### config.mk
export PLATFORM = sky130hd
export DESIGN_NAME = fft_stage4_seq
export DESIGN_NICKNAME = d
export VERILOG_FILES = /design/src/rtl/fft_stage4_seq.sv
export SDC_FILE = /design/constraint.sdc
export NUM_CORES = 2
export LEC_CHECK = 0
export CORE_AREA = 5 5 449 451
export CTS_CLUSTER_DIAMETER = 150
export DETAILED_ROUTE_END_ITERATION = 12
export DIE_AREA = 0 0 454 456
export HOLD_SLACK_MARGIN = 0.05
export SYNTH_ARGS = -nofsm -noshare
export SYNTH_HDL_FRONTEND = slang
export SYNTH_SLANG_ARGS = --single-unit
### constraint.sdc
create_clock -name clk -period 15.5 [get_ports clk]
set_input_delay 2.325 -clock clk [delete_from_list [all_inputs] [get_ports clk]]
set_output_delay 2.325 -clock clk [all_outputs]
set_load 0.02 [all_outputs]
### src/rtl/fft_stage4_seq.sv
// Fourth radix-2 DIT stage of the 32-point FFT: 16 span-8 butterflies issued serially
// through one shared complex butterfly (issue + writeback pipeline) into a registered bank.
module fft_stage4_seq #(
   parameter int DATA_WIDTH = 8,
   parameter int INTEGER    = 4,
   parameter int FRACTION   = 4
) (
   input  logic                     clk,
   input  logic                     reset,
   input  logic                     stage4_start,
   output logic                     stage4_Finish,
   output logic                     stage4_busy,
   input  logic [32*DATA_WIDTH-1:0] Stage3_out_real,
   input  logic [32*DATA_WIDTH-1:0] Stage3_out_imag,
   input  logic [8*DATA_WIDTH-1:0]  Twiddle_real,
   input  logic [8*DATA_WIDTH-1:0]  Twiddle_imag,
   output logic [32*DATA_WIDTH-1:0] Stage4_out_real,
   output logic [32*DATA_WIDTH-1:0] Stage4_out_imag
);

   localparam int DW = DATA_WIDTH;
   localparam int PW = 2*DATA_WIDTH + 1;

   if (INTEGER + FRACTION != DATA_WIDTH) begin : g_bad_format
      $error("INTEGER + FRACTION must equal DATA_WIDTH");
   end

   typedef enum logic [1:0] {IDLE, RUN, DRAIN} state_t;

   state_t                state;
   logic [3:0]            b;
   logic signed [DW-1:0]  cap_re [32];
   logic signed [DW-1:0]  cap_im [32];
   logic signed [DW-1:0]  tw_re  [8];
   logic signed [DW-1:0]  tw_im  [8];
   logic signed [DW-1:0]  out_re [32];
   logic signed [DW-1:0]  out_im [32];

   logic                  p_vld;
   logic [4:0]            p_top, p_bot;
   logic signed [DW-1:0]  p_a_re, p_a_im, p_t_re, p_t_im;

   logic [2:0]            k;
   logic [4:0]            top, bot;
   logic signed [PW-1:0]  br, bi, wr, wi, pr, pi;
   logic signed [DW-1:0]  t_re, t_im;

   assign k   = b[2:0];
   assign top = {b[3], 1'b0, k};
   assign bot = {b[3], 1'b1, k};

   // Operands widened first so the products and sums are exact; the >>> floors,
   // and the final size cast wraps to DW bits.
   always_comb begin
      br   = PW'(cap_re[bot]);
      bi   = PW'(cap_im[bot]);
      wr   = PW'(tw_re[k]);
      wi   = PW'(tw_im[k]);
      pr   = br*wr - bi*wi;
      pi   = br*wi + bi*wr;
      t_re = DW'(pr >>> FRACTION);
      t_im = DW'(pi >>> FRACTION);
   end

   always_ff @(posedge clk or negedge reset) begin
      if (!reset) begin
         state         <= IDLE;
         b             <= '0;
         stage4_busy   <= 1'b0;
         stage4_Finish <= 1'b0;
         p_vld         <= 1'b0;
         p_top         <= '0;
         p_bot         <= '0;
         p_a_re        <= '0;
         p_a_im        <= '0;
         p_t_re        <= '0;
         p_t_im        <= '0;
         for (int unsigned i = 0; i < 32; i++) begin
            cap_re[i] <= '0;
            cap_im[i] <= '0;
            out_re[i] <= '0;
            out_im[i] <= '0;
         end
         for (int unsigned i = 0; i < 8; i++) begin
            tw_re[i] <= '0;
            tw_im[i] <= '0;
         end
      end else begin
         stage4_Finish <= 1'b0;
         p_vld         <= 1'b0;

         if (p_vld) begin
            out_re[p_top] <= p_a_re + p_t_re;
            out_im[p_top] <= p_a_im + p_t_im;
            out_re[p_bot] <= p_a_re - p_t_re;
            out_im[p_bot] <= p_a_im - p_t_im;
         end

         case (state)
            IDLE: begin
               if (stage4_start) begin
                  for (int unsigned i = 0; i < 32; i++) begin
                     cap_re[i] <= Stage3_out_real[i*DW +: DW];
                     cap_im[i] <= Stage3_out_imag[i*DW +: DW];
                  end
                  for (int unsigned i = 0; i < 8; i++) begin
                     tw_re[i] <= Twiddle_real[i*DW +: DW];
                     tw_im[i] <= Twiddle_imag[i*DW +: DW];
                  end
                  b           <= '0;
                  stage4_busy <= 1'b1;
                  state       <= RUN;
               end
            end
            RUN: begin
               p_vld  <= 1'b1;
               p_top  <= top;
               p_bot  <= bot;
               p_a_re <= cap_re[top];
               p_a_im <= cap_im[top];
               p_t_re <= t_re;
               p_t_im <= t_im;
               b      <= b + 4'd1;
               if (b == 4'd15) state <= DRAIN;
            end
            DRAIN: begin
               stage4_busy   <= 1'b0;
               stage4_Finish <= 1'b1;
               state         <= IDLE;
            end
            default: state <= IDLE;
         endcase
      end
   end

   for (genvar n = 0; n < 32; n++) begin : g_pack
      assign Stage4_out_real[n*DW +: DW] = out_re[n];
      assign Stage4_out_imag[n*DW +: DW] = out_im[n];
   end

endmodule
==> run summary <==
Status: finished, final reports clean
Hold path startpoint: Stage4_out_imag[25]
Commonest cells in the netlist: dfrtp_1, mux2_2, nand2_1
Synth Area in XOR/XNOR: 1.33%
Ports: 1157
Area leader, netlist: dfrtp_1
Core area: 0.197 mm²
Hold-critical path depth: 2
Setup violators final: 0
Congestion Overflow GR: 0
Root buffer cell: clkbuf_16
Initial antenna violation count: 74
Flop-to-flop setup slack: 6.83 ns
H-Tree Depth: 4
Mux contribution to synthesized area: 20.0%
Synth Area in Adders: 8.57%
Min cycle time layout: 8.67 ns
Setup CP Type: register to register
CP Capture Type: register
Die area: 0.207 mm²
Row count: 163
Skew-Pair Late Insertion Delay: 0.80 ns
Non-Filler Instances: 8700
Hold Crit Class: register to register
Synth Area in Compound Gates: 7.65%
Worst r2r src: b[2]
First drt pass iteration count: 5
Share of the synthesized area in the top cell type: 51.4%
Most used standard cell by instance count after synthesis: dfrtp_1
Yosys Warn Count: 0
Chip Width: 454 µm
CTS resizes: 0
Post-DRT Antenna Nets: 0
Max-cap violations: 0
CTS tree: built
Cts bufs inserted: 136
I/O Buffers: 1156
FF+latch count, synth: 1198
Fmax: 0.115 GHz
Fin. max-slew vios: 0
Synth async-reset ratio: 100%
Post-synthesis cell type count: 59
Pre-CTS setup slack: 6.89 ns
NumNets Final: 6842
Fraction of the mapped netlist area in simple logic gates: 6.89%
Synthesized cell area: 0.0583 mm²
Sequential area share after synthesis: 51.4%
Synth area leaders: dfrtp_1, mux2_2, fa_1
CTS max path bufs: 3
Largest family of logic cells by synthesized area: multiplexers
Top_reg_cell synth: dfrtp_1
First-pass GRT wire length: 309000 µm
GPL Wtd Cong: 0.910
Die height: 456 µm
Iter 0 DRT Violations: 2715
Starting density of the core: 29.6%
Relative slew slack: 17.9%
Reg2reg end: p_t_im[7]
Hold endpoint: Stage4_out_imag[25]
R2r worst-path depth: 22
Num Clock Sinks: 1198
Pin count of the biggest net entering global routing: 183
Post-synth EDFFs: 0
Layout area overhead: 32.8%
Final hold vios: 0
Final setup TNS: 0 ns
DR DRC count: 0
Vias in the first global route: 43700
Post-synthesis cell count: 4845
Postcts setup bufs: 0
Syn Nets: 5781
Period Utilization, post-route: 56.0%
Layout cell share with drive strength beyond 1: 19.7%
CTS Hold Bufs: 0
CP Launch Type: register
Synthesized area per cell: 12.0 µm²
Skew final: 0.0528 ns
Required @ worst endpoint: 16.14 ns
Gr usage total: 20.2%
Unrepaired setup endpoints after global routing: false
Worst-path clk slew: 0.06 ns
Wirelength per Cell: 24.6 µm
Post-route setup slack: 6.83 ns
CP Max Fanout: 37
Vias after detailed routing: 41600
Drt via density: 4.78
Worst-Margin Slew: 1.23 ns
Arrival time at the worst endpoint: 9.32 ns
Post-Place Cells: 8408
Drt total wl: 214000 µm
Post-DP HPWL: 160000 µm
[sequential cells by signal, summed over array words and instances, names as in the netlist, 2 cells and up]
register and count:
cap_re 256, cap_im 256, p_a_re 8, Stage4_out_real 256, Stage4_out_imag 256, b 4
tw_im 64, p_t_im 8, p_t_re 8, tw_re 64, p_bot 5, p_a_im 8
state 2
[logic make-up after synthesis]
group,count (synthesis)
buffers and inverters,594
adder cells (fa/ha/maj),293
flip-flops,1198
multiplexers,899
AND/OR/NAND/NOR,966
XOR/XNOR,79
AO/OA/AOI/OAI,816
[how the worst max path moves through the flow]
stage	start	endpoint	slack (ns)	cells past startpoint
2_1_floorplan	b[0]	p_t_im[7]	8.29	28
3_3_place_gp	b[2]	p_t_im[7]	6.99	22
3_5_place_dp	b[2]	p_t_im[7]	6.89	22
4_1_cts	b[2]	p_t_im[7]	6.86	22
5_1_grt	b[2]	p_t_im[6]	6.33	23
6_report	b[2]	p_t_im[7]	6.83	22
[area by class of cell]
cell class	instances	area, µm²
diodes	49	123
clock buffers	196	3930
fillers	19000	119000
clock inverters	47	674
inverters	279	1050
multi-input cells	3053	26100
well taps	2640	3300
repair buffers	1238	12300
flip-flops and latches	1198	30000
[placed cells by master (no fill, tap or decap), types with 114 or more instances in the layout]
master           Yosys  layout
fa_1               177     175
nand2_1            643     643
mux2_2             687     687
clkdlybuf4s50_1      0    1155
mux4_2             144     144
o21ai_0            488     488
a21oi_1            190     189
dfrtp_1           1198    1195
ha_1               116     114
inv_1              279     277
nor2_1             153     151
clkbuf_16            0     137
[worst max-delay path, cell delays in order, from the launching register on]
cell and delay (ns):
dfrtp_4 0.85, buf_4 0.60, nor2b_4 0.86, a221oi_1 0.26
a22oi_1 0.85, nand2_1 0.49, nand2_1 0.20, fa_1 0.44
fa_1 0.49, inv_1 0.05, fa_1 0.50, inv_1 0.05
fa_1 0.56, fa_1 0.44, fa_1 0.49, inv_1 0.04
ha_1 0.31, and4_1 0.23, a21oi_1 0.13, o21ai_0 0.10
a21oi_1 0.27, xnor2_1 0.16, o21ai_1 0.07
[stage by stage]
stage                     utilization [%]  hold slack, ns  cell area [µm²]
after floorplan                         -           0.462            58300
after global placement               36.9           0.460            72700
after detailed placement             36.9           0.469            72700
after CTS                            39.3           0.482            77300
after global routing                 39.3           0.500            77400
final                                39.3           0.475            77400
[routing by layer]
layer  routed length, µm  vias up  track usage, %
met5                 323        -               0
met4                6370       48            6.81
met3               14800      333            5.45
met2              109000     1313            35.4
met1               83500    21100            23.9
li1                    -    18800               -
Power is not shown: default switching activity piles up to over one toggle a cycle in this logic, so the estimate is an artifact.
